## src/rtl/video_ctrl_pkg.sv

```systemverilog
// -----------------------------------------------------------------------------
// video_ctrl_pkg
// Shared definitions for the video-chain control blocks.
//   ctrl_state_e   : frame mode controller FSM encoding
//   MODE_W         : width of the board switch / mode-select bus
//   MODE_SOBEL_BIT : mode bit that routes pixels through the Sobel path
//   FRAME_CNT_W    : width of the frame statistics counter
//   LINE_CNT_W     : width of the per-frame line statistics counter
//   cnt_width()    : register width needed to hold 0..max_val (never below 1)
// -----------------------------------------------------------------------------
package video_ctrl_pkg;

    typedef enum logic [1:0] {
        ST_RUN     = 2'd0,
        ST_BLANK   = 2'd1,
        ST_PENDING = 2'd2
    } ctrl_state_e;

    localparam int MODE_W         = 4;
    localparam int MODE_SOBEL_BIT = 0;
    localparam int FRAME_CNT_W    = 16;
    localparam int LINE_CNT_W     = 12;

    // Width of a counter that must reach max_val; a zero-width vector is not
    // legal, so one bit is the floor.
    function automatic int cnt_width(input int max_val);
        int w;
        w = $clog2(max_val + 1);
        if (w < 1) begin
            w = 1;
        end else begin
            w = w;
        end
        return w;
    endfunction

endpackage

```

## src/rtl/sw_debounce.sv

```systemverilog
// -----------------------------------------------------------------------------
// sw_debounce
// Two-flop synchroniser followed by a candidate/counter debouncer. The stable
// output only takes a new value once the synchronised input has been equal to
// the candidate for DEB_CYCLES consecutive samples; shorter glitches are lost.
//
// Parameters
//   WIDTH      : number of switch bits
//   DEB_CYCLES : stable samples required before accepting a value (>= 1)
// Ports
//   clk       in   system clock, rising edge
//   rst       in   synchronous active-high reset
//   sw_raw    in   asynchronous switch inputs
//   sw_stable out  debounced switch value (registered)
// -----------------------------------------------------------------------------
module sw_debounce
    import video_ctrl_pkg::*;
#(
    parameter int WIDTH      = 4,
    parameter int DEB_CYCLES = 1_000_000
) (
    input  logic             clk,
    input  logic             rst,
    input  logic [WIDTH-1:0] sw_raw,
    output logic [WIDTH-1:0] sw_stable
);

    localparam int               CNT_W    = cnt_width(DEB_CYCLES - 1);
    localparam logic [CNT_W-1:0] CNT_LAST = CNT_W'(DEB_CYCLES - 1);

    logic [WIDTH-1:0] sync_meta_r;
    logic [WIDTH-1:0] sw_sync_r;
    logic [WIDTH-1:0] cand_r;
    logic [CNT_W-1:0] cnt_r;
    logic [WIDTH-1:0] stable_r;

    // Two-flop synchroniser bringing the board switches into the clock domain.
    always_ff @(posedge clk) begin
        if (rst) begin
            sync_meta_r <= {WIDTH{1'b0}};
            sw_sync_r   <= {WIDTH{1'b0}};
        end else begin
            sync_meta_r <= sw_raw;
            sw_sync_r   <= sync_meta_r;
        end
    end

    // Candidate tracking: any change restarts the count, a full run of equal
    // samples commits the candidate and parks the counter at its last value.
    always_ff @(posedge clk) begin
        if (rst) begin
            cand_r   <= {WIDTH{1'b0}};
            cnt_r    <= {CNT_W{1'b0}};
            stable_r <= {WIDTH{1'b0}};
        end else if (sw_sync_r != cand_r) begin
            cand_r <= sw_sync_r;
            cnt_r  <= {CNT_W{1'b0}};
        end else if (cnt_r == CNT_LAST) begin
            stable_r <= cand_r;
        end else begin
            cnt_r <= cnt_r + CNT_W'(1);
        end
    end

    assign sw_stable = stable_r;

endmodule

```

## src/rtl/frame_mode_ctrl.sv

```systemverilog
// -----------------------------------------------------------------------------
// frame_mode_ctrl
// Frame-synchronous mode controller for the RGB->YCbCr / Sobel / YCbCr->RGB
// chain. Debounced switch requests are held until the next frame start, then
// applied to mode_sel, after which the output is forced black for
// BLANK_FRAMES frames to hide line-buffer warm-up after the datapath switch.
// The same blanking runs once after reset.
//
// Optional feature: define FRAME_MODE_CTRL_STATS_EN to build the frame and
// line statistics counters; otherwise frame_cnt / lines_per_frame read 0.
//
// Parameters
//   DEB_CYCLES   : switch debounce length in clocks (>= 1)
//   BLANK_FRAMES : frames blanked after reset / mode change (0 = no blanking)
// Ports
//   clk             in   system / pixel clock, rising edge
//   rst             in   synchronous active-high reset
//   vs_in           in   vertical sync, rising edge marks frame start
//   hs_in           in   horizontal sync (statistics only, not used for counting)
//   de_in           in   data enable, rising edge counts one active line
//   sw_opt          in   raw board switches
//   mode_sel        out  applied mode; bit MODE_SOBEL_BIT selects Sobel
//   blank_out       out  force output pixels to black
//   switch_pending  out  debounced request waiting for a frame boundary
//   frame_cnt       out  frames since reset (wraps)
//   lines_per_frame out  active lines in the last complete frame (saturates)
// -----------------------------------------------------------------------------
module frame_mode_ctrl
    import video_ctrl_pkg::*;
#(
    parameter int DEB_CYCLES   = 1_000_000,
    parameter int BLANK_FRAMES = 2
) (
    input  logic                   clk,
    input  logic                   rst,
    input  logic                   vs_in,
    input  logic                   hs_in,
    input  logic                   de_in,
    input  logic [MODE_W-1:0]      sw_opt,
    output logic [MODE_W-1:0]      mode_sel,
    output logic                   blank_out,
    output logic                   switch_pending,
    output logic [FRAME_CNT_W-1:0] frame_cnt,
    output logic [LINE_CNT_W-1:0]  lines_per_frame
);

    localparam int              BC_W       = cnt_width(BLANK_FRAMES);
    localparam logic [BC_W-1:0] BLANK_LOAD = BC_W'(BLANK_FRAMES);
    localparam logic [BC_W-1:0] BC_ONE     = BC_W'(1);
    localparam bit              BLANK_EN   = (BLANK_FRAMES > 0);

    logic [MODE_W-1:0] sw_stable_s;
    logic              vs_d_r;
    logic              frame_start_s;

    ctrl_state_e       state_r;
    ctrl_state_e       state_nxt_s;
    logic [BC_W-1:0]   blank_cnt_r;
    logic [BC_W-1:0]   blank_cnt_nxt_s;
    logic [MODE_W-1:0] mode_sel_r;
    logic [MODE_W-1:0] mode_nxt_s;
    logic              blank_out_r;
    logic              switch_pending_r;

    sw_debounce #(
        .WIDTH      (MODE_W),
        .DEB_CYCLES (DEB_CYCLES)
    ) u_sw_debounce (
        .clk       (clk),
        .rst       (rst),
        .sw_raw    (sw_opt),
        .sw_stable (sw_stable_s)
    );

    // Delayed vsync for edge detection. Resetting it high means a vsync that
    // is already high when reset releases does not count as a frame start.
    always_ff @(posedge clk) begin
        if (rst) begin
            vs_d_r <= 1'b1;
        end else begin
            vs_d_r <= vs_in;
        end
    end

    assign frame_start_s = vs_in & ~vs_d_r;

    // FSM state, blank counter and applied mode.
    always_ff @(posedge clk) begin
        if (rst) begin
            if (BLANK_EN) begin
                state_r <= ST_BLANK;
            end else begin
                state_r <= ST_RUN;
            end
            blank_cnt_r <= BLANK_LOAD;
            mode_sel_r  <= {MODE_W{1'b0}};
        end else begin
            state_r     <= state_nxt_s;
            blank_cnt_r <= blank_cnt_nxt_s;
            mode_sel_r  <= mode_nxt_s;
        end
    end

    // Next-state logic. In PENDING the withdrawal test comes first so that a
    // request dropped in the same cycle as a frame start leaves mode_sel alone.
    always_comb begin
        state_nxt_s     = state_r;
        blank_cnt_nxt_s = blank_cnt_r;
        mode_nxt_s      = mode_sel_r;
        case (state_r)
            ST_RUN: begin
                if (sw_stable_s != mode_sel_r) begin
                    state_nxt_s = ST_PENDING;
                end else begin
                    state_nxt_s = ST_RUN;
                end
            end
            ST_PENDING: begin
                if (sw_stable_s == mode_sel_r) begin
                    state_nxt_s = ST_RUN;
                end else if (frame_start_s) begin
                    mode_nxt_s = sw_stable_s;
                    if (BLANK_EN) begin
                        state_nxt_s     = ST_BLANK;
                        blank_cnt_nxt_s = BLANK_LOAD;
                    end else begin
                        state_nxt_s = ST_RUN;
                    end
                end else begin
                    state_nxt_s = ST_PENDING;
                end
            end
            ST_BLANK: begin
                // Switch changes are deliberately ignored here; RUN picks
                // them up on the cycle after BLANK exits.
                if (frame_start_s) begin
                    if (blank_cnt_r <= BC_ONE) begin
                        state_nxt_s     = ST_RUN;
                        blank_cnt_nxt_s = {BC_W{1'b0}};
                    end else begin
                        state_nxt_s     = ST_BLANK;
                        blank_cnt_nxt_s = blank_cnt_r - BC_ONE;
                    end
                end else begin
                    state_nxt_s = ST_BLANK;
                end
            end
            default: begin
                state_nxt_s     = ST_RUN;
                blank_cnt_nxt_s = {BC_W{1'b0}};
            end
        endcase
    end

    // Registered status outputs. blank_out follows the next state so it rises
    // on the same edge that loads the new mode; switch_pending follows the
    // current state and therefore trails the FSM by one clock.
    always_ff @(posedge clk) begin
        if (rst) begin
            blank_out_r      <= BLANK_EN;
            switch_pending_r <= 1'b0;
        end else begin
            blank_out_r      <= (state_nxt_s == ST_BLANK);
            switch_pending_r <= (state_r == ST_PENDING);
        end
    end

    assign mode_sel       = mode_sel_r;
    assign blank_out      = blank_out_r;
    assign switch_pending = switch_pending_r;

`ifdef FRAME_MODE_CTRL_STATS_EN
    localparam logic [LINE_CNT_W-1:0] LINE_CNT_MAX = {LINE_CNT_W{1'b1}};

    logic [FRAME_CNT_W-1:0] frame_cnt_r;
    logic [LINE_CNT_W-1:0]  line_cnt_r;
    logic [LINE_CNT_W-1:0]  lines_per_frame_r;
    logic                   de_d_r;
    logic                   de_rise_s;
    logic                   stats_unused_s;

    assign de_rise_s      = de_in & ~de_d_r;
    assign stats_unused_s = hs_in;

    // Frame counter, wraps naturally at its width.
    always_ff @(posedge clk) begin
        if (rst) begin
            frame_cnt_r <= {FRAME_CNT_W{1'b0}};
        end else if (frame_start_s) begin
            frame_cnt_r <= frame_cnt_r + FRAME_CNT_W'(1);
        end else begin
            frame_cnt_r <= frame_cnt_r;
        end
    end

    // Line counter on de rising edges; snapshot and clear at frame start.
    always_ff @(posedge clk) begin
        if (rst) begin
            de_d_r            <= 1'b0;
            line_cnt_r        <= {LINE_CNT_W{1'b0}};
            lines_per_frame_r <= {LINE_CNT_W{1'b0}};
        end else begin
            de_d_r <= de_in;
            if (frame_start_s) begin
                lines_per_frame_r <= line_cnt_r;
                line_cnt_r        <= {LINE_CNT_W{1'b0}};
            end else if (de_rise_s && (line_cnt_r != LINE_CNT_MAX)) begin
                line_cnt_r <= line_cnt_r + LINE_CNT_W'(1);
            end else begin
                line_cnt_r <= line_cnt_r;
            end
        end
    end

    assign frame_cnt       = frame_cnt_r;
    assign lines_per_frame = lines_per_frame_r;
`else
    logic stats_unused_s;

    assign stats_unused_s  = hs_in ^ de_in;
    assign frame_cnt       = {FRAME_CNT_W{1'b0}};
    assign lines_per_frame = {LINE_CNT_W{1'b0}};
`endif

endmodule

```

## config.mk

```make
export PLATFORM = sky130hd
export DESIGN_NAME = frame_mode_ctrl
export DESIGN_NICKNAME = d
export VERILOG_FILES = /design/src/rtl/video_ctrl_pkg.sv /design/src/rtl/sw_debounce.sv /design/src/rtl/frame_mode_ctrl.sv
export SDC_FILE = /design/constraint.sdc
export NUM_CORES = 1
export LEC_CHECK = 0
export CELL_PAD_IN_SITES_DETAIL_PLACEMENT = 0
export CELL_PAD_IN_SITES_GLOBAL_PLACEMENT = 2
export CORE_ASPECT_RATIO = 1.5
export CORE_MARGIN = 2
export CORE_UTILIZATION = 28
export DETAILED_ROUTE_END_ITERATION = 7
export GPL_TIMING_DRIVEN = 0
export PLACE_DENSITY_LB_ADDON = 0.25
export SLEW_MARGIN = 10
export SYNTH_ARGS = -nofsm -noshare
export SYNTH_HDL_FRONTEND = slang
export SYNTH_SLANG_ARGS = --single-unit
```

## constraint.sdc

```tcl
create_clock -name clk -period 1.7 [get_ports clk]
set_input_delay 0.17 -clock clk [delete_from_list [all_inputs] [get_ports clk]]
set_output_delay 0.17 -clock clk [all_outputs]
set_load 0.01 [all_outputs]
```

==> impl_metrics.ini, run 1 <==
[cts]
cts-buffers-inserted = 5
postCtsHoldBufs = 0
cts_htree_levels = 2
cts_num_sinks = 47
cts_root_buf = clkbuf_16
cts_tree = built
clockBufferDepth = 2
clock_latency_ns = 0.29
clkSlewWorstSetupHoldPaths_ns = 0.07

[power_and_ir_drop]
pwr-share-seq_pct = 48.2
p_sw_share_pct = 23.3
total_power_mw = 2.35
pwr-share-clk_pct = 43.5
p_per_area_mw_per_mm2 = 773
vdd_drop_max_uv = 544
internal_power_mw = 1.80
power_frac_comb_pct = 8.3
p_leak_nw = 1.23
p_sw_uw = 548

[placed_design]
dp_hpwl_um = 3570
dp_cells = 400
numPortBuffers = 12
gp_congestion = 0.748
post-place-ws_ns = -0.318

[worst_hold_path]
hold_path_startpoint = u_sw_debounce.sync_meta_r[0]
hp-class = reg -> reg

[final_layout]
antenna_cells = 0
nNetsFinal = 326
instances_no_fill = 418
area_growth_pct = 33.2
fill_cells = 822
layout-drive-gt1-share_pct = 29.7

[sta]
timing.slew.headroom_pct = 66.3
min_period_over_period_pct = 101
rsz0062_at_grt = yes
skew_ns = 0.00813
worst_pin_slew_ns = 0.506
fin_ws_ns = -0.0106
setup_viol = 1
finalHoldViolations = 0
max_freq_ghz = 0.585
tns_ns = -0.0106
timing.final.crit_period_ns = 1.71
slew_viol_final = 0

[floorplan]
die_y_um = 115
core-area_sq_mm = 0.00796
ios = 43
start_util_pct = 28.6
rows = 40
die_x_um = 77.7
dieArea_sq_mm = 0.00889

[synthesis]
synthArstFlopShare_pct = 0
avgSynthCellArea_sq_um = 8.91
synth_area_sq_mm = 0.00228
netlist.area_leader.share_pct = 41.3
synth_area_leader_cell = dfxtp_1
yosys_most_used_dff = dfxtp_1
postSynthCellCount = 256
synth_edf_count = 0
synth.ff_latch_count = 47
synthTopCellsByArea = dfxtp_1, buf_4, a21oi_1, xor2_1, nor2b_1
synth_warnings = 0
synthTopCellsByCount = dfxtp_1, buf_4, a21oi_1
synth.most_common_cell = dfxtp_1
ys_seq_area_share_pct = 41.3
synth_cell_types = 40

[run_status]
violations = negative setup slack
status = finished, violations left

[grt]
grt_antenna_before_repair = 0
grt_overflow_total = 0
grt_max_degree = 16
grt_pass1_wl_um = 8550
grt_pass1_vias = 1754
track_usage_pct = 12.1

[routing]
vias = 1859
ant_nets = 0
first_pass_iters = 4
vias_per_cell = 4.45
drc = 0
wirelength_um = 4950
wl_per_cell_um = 11.8
first_iter_violations = 69

[critical_path]
regToRegStartpoint = u_sw_debounce.sw_stable[1]
crit_fanout = 3
start_kind = flip-flop
endpoint_kind = flip-flop
critPathRequiredTime_ns = 1.88
criticalPathCategory = reg -> reg
critPathLaunch = u_sw_debounce.sw_stable[1]
crit_arrival_ns = 1.89

[flow_run]
cap_violations = 0
[sequential cells by signal (all words and copies together), names as in the netlist]
signal / count
u_sw_debounce.cnt_r: 20
mode_sel: 4
u_sw_debounce.cand_r: 4
u_sw_debounce.sw_stable: 4
u_sw_debounce.sw_sync_r: 4
u_sw_debounce.sync_meta_r: 4
blank_cnt_r: 2
state_r: 2
blank_out: 1
switch_pending: 1
vs_d_r: 1
[final timing paths]
check / slack [ns] / to / cells past startpoint
max: -0.01 / blank_cnt_r[1] / 4
min: 0.43 / u_sw_debounce.sw_sync_r[0] / 1
max reg2reg: -0.01 / blank_cnt_r[1] / 4
min reg2reg: 0.43 / u_sw_debounce.sw_sync_r[0] / 1
[power groups by stage]
stage	registers, mW	logic (mW)	clock network, mW
after detailed placement	1.16	0.188	0
after floorplan	1.16	0.148	0
after global routing	1.13	0.217	1.10
after global placement	1.16	0.187	0
after CTS	1.13	0.190	1.05
final	1.13	0.194	1.02
[worst max-delay path, cell delays in order (launching register included)]
cell and delay, ns:
dfxtp_4 0.37, xor2_4 0.19, or4_4 0.52, or2_0 0.22, a221o_1 0.29
[metrics by stage]
step           area (sq um)  utilization [%]  hold slack [ns]
2_1_floorplan          2380                -            0.277
6_report               3040             38.2            0.429
3_3_place_gp           2630             33.1            0.418
3_5_place_dp           2630             33.1            0.424
4_1_cts                2930             36.9            0.433
5_1_grt                3040             38.2            0.434
[what timing repair did]
item	4_1_cts	5_1_grt
cloned	0	0
resized for setup	24	23
pin swaps	5	4
setup buffers	7	6
endpoints found under the setup margin	21	20
[layer usage]
metal	GRT usage (%)	vias up	wire [um]
li1	-	958	-
met1	12.8	871	2070
met2	22.6	24	2640
met3	2.37	6	135
met4	5.71	0	104
met5	0	-	0
[layout by cell type (no fill, tap or decap), types with 3 or more instances in the layout]
master           Yosys  layout
o31ai_1              7       7
a21oi_1             21      18
xor2_1               9       7
ha_1                 5       4
mux2_2               4       4
or4_1                4       3
inv_1                5       5
dfxtp_2              0      11
buf_4               28      41
xnor2_1              5       5
nand3_1              7       5
clkdlybuf4s50_1      0      12
or3_1                5       5
nor2b_1             12      12
dfxtp_1             47      34
conb_1               1      28
nor3_1               9       9
and3_1               8       8
clkbuf_16            0       5
o21ai_0              9       8
nor2_1               7       7
or2_2                3       3
clkbuf_1             6       3
nand2_1             18      17
nand4_1             11      11
[area by class of cell]
cell class	instances	area, sq um	area share, %
Multi-Input combinational cell	194	1310	43.1
Sequential cell	47	962	31.7
Buffer	34	239	7.87
Timing Repair Buffer	25	221	7.29
Clock buffer	6	139	4.57
Tap cell	105	131	4.33
Inverter	5	18.8	0.618
Clock inverter	2	16.3	0.536
[logic make-up (layout without fill, tap and decap cells)]
logic type	count (synthesis)	in the layout	share of synthesized area (%)
compound gates	44	44	11.9
mux	5	5	2.41
fa+ha+maj	5	5	2.74
other cells	1	28	0.164
buf+inv	42	72	11.7
simple gates	98	98	24.4
flops	47	47	41.3
xor+xnor	14	14	5.38
Power figures use the tool's default switching activity.
==> inputs of run 2 (changes only) <==
CORE_UTILIZATION = 29   (was 28)
CTS_BUF_LIST = sky130_fd_sc_hd__clkbuf_2 sky130_fd_sc_hd__clkbuf_4 sky130_fd_sc_hd__clkbuf_8   (was default)
GPL_ROUTABILITY_DRIVEN = 1   (was default)
==> impl_metrics.ini, run 2 (synthesized netlist as in run 1, its figures left out) <==
[final_layout]
final_cell_mix = dfxtp_1, buf_4, conb_1
regArea_sq_um = 956
antenna_cells = 0
largest-register = u_sw_debounce.cnt_r
fill_cells = 831
largest_reg_flops = 20
mostFrequentLayoutCell = dfxtp_1
layout-drive-gt1-share_pct = 26.1
instances_no_fill = 408
final_util_pct = 38.2
multi_input_area_sq_mm = 0.00128
nNetsFinal = 319
area_growth_pct = 27.4
final_area_sq_mm = 0.00291

[floorplan]
die_x_um = 76.4
start_util_pct = 29.9
dieArea_sq_mm = 0.00860
core-area_sq_mm = 0.00761
die_y_um = 113
rows = 39
ios = 43

[critical_path]
r2r_setup_slack_ns = -0.03
endpoint_kind = flip-flop
reg2reg_to = blank_cnt_r[1]
rr_worst_depth = 4
critPathRequiredTime_ns = 1.89
regToRegStartpoint = mode_sel[1]
criticalPathCategory = reg -> reg
crit_fanout = 3
crit_arrival_ns = 1.92
start_kind = flip-flop

[sta]
min_period_over_period_pct = 102
skew_ns = 0.00670
slew_viol_final = 0
fin_ws_ns = -0.0258
hold_ws_ns = 0.424
finalHoldViolations = 0
timing.final.crit_period_ns = 1.73
rsz0062_at_grt = yes
max_freq_ghz = 0.579
tns_ns = -0.0258
setup_viol = 1

[worst_hold_path]
hp-class = in -> reg
holdPathEnd = u_sw_debounce.sync_meta_r[3]
whs_path_depth = 2
hold_path_startpoint = sw_opt[3]

[placed_design]
post-place-ws_ns = -0.231
dp_cells = 397
numPortBuffers = 12
place_area_sq_mm = 0.00263
gp_congestion = 0.699
dp_hpwl_um = 3510

[cts]
clock_latency_ns = 0.29
postCtsHoldBufs = 0
cts_num_sinks = 47
clkSlewWorstSetupHoldPaths_ns = 0.09
cts-buffers-inserted = 5
cts_htree_levels = 2
cts_tree = built
cts_root_buf = clkbuf_8
clockBufferDepth = 2

[flow_run]
cap_violations = 0

[routing]
wl_per_cell_um = 11.7
wirelength_um = 4770
ant_nets = 0
first_pass_iters = 4
vias_per_cell = 4.41
first_iter_violations = 39
drc = 0
vias = 1798

[power_and_ir_drop]
vdd_drop_max_uv = 384
p_per_area_mw_per_mm2 = 746
total_power_mw = 2.17
p_leak_nw = 1.17

[grt]
grt_overflow_total = 0
grt_antenna_before_repair = 0
grt_max_degree = 15
grt_pass1_vias = 1736
track_usage_pct = 11.6
grt_pass1_wl_um = 8110

[run_status]
status = finished, violations left
violations = negative setup slack
## run 2: cell count changes in the layout (fill, tap and decap cells not counted), moves of 3 or more
cell,change
dfxtp_1,+3
buf_4,-7
clkbuf_8,+5
clkbuf_16,-5
## run 2: worst max-delay path, stage by stage, from the launching register on
cell and delay (ns):
dfxtp_4 0.37, xor2_4 0.19, or4_4 0.56, or2_0 0.21, a221o_1 0.29
## run 2: area by class of cell
class	count	area share (%)
Buffer	35	8.40
Clock buffer	6	2.84
Clock inverter	2	1.21
Inverter	5	0.646
Multi-Input combinational cell	194	44.2
Sequential cell	47	32.9
Tap cell	102	4.39
Timing Repair Buffer	17	5.43
## run 2: worst max-delay path by stage
stage | from | to | slack (ns) | depth (start not counted)
floorplan | mode_sel[2] | blank_cnt_r[1] | 0.0005 | 4
global placement | u_sw_debounce.cnt_r[10] | u_sw_debounce.cnt_r[4] | -0.20 | 4
detailed placement | u_sw_debounce.cnt_r[10] | u_sw_debounce.cnt_r[4] | -0.23 | 4
CTS | u_sw_debounce.sw_stable[3] | blank_cnt_r[1] | -0.02 | 4
global route | mode_sel[1] | blank_cnt_r[1] | -0.06 | 4
finish | mode_sel[1] | blank_cnt_r[1] | -0.03 | 4
## run 2: where the power goes
| part | internal (mW) | leakage (nW) | total (mW) | switching, mW |
|---|---|---|---|---|
| Clock | 0.476 | 0.0612 | 0.843 | 0.367 |
| Combinational | 0.0896 | 0.723 | 0.192 | 0.103 |
| Sequential | 1.12 | 0.386 | 1.13 | 0.0132 |
| Total | 1.68 | 1.17 | 2.17 | 0.483 |
## run 2: what timing repair did
action | in CTS | in global routing
buffers inserted | 4 | 1
pin swaps | 4 | 3
resized for setup | 16 | 20
endpoints found under the setup margin | 18 | 22
## run 2: routing by layer
metal | vias to the layer above | track usage [%] | routed length [um]
li1 | 945 | - | -
met1 | 821 | 13.1 | 2000
met2 | 25 | 21.5 | 2560
met3 | 7 | 2.01 | 124
met4 | 0 | 4.48 | 88
met5 | - | 0 | 0
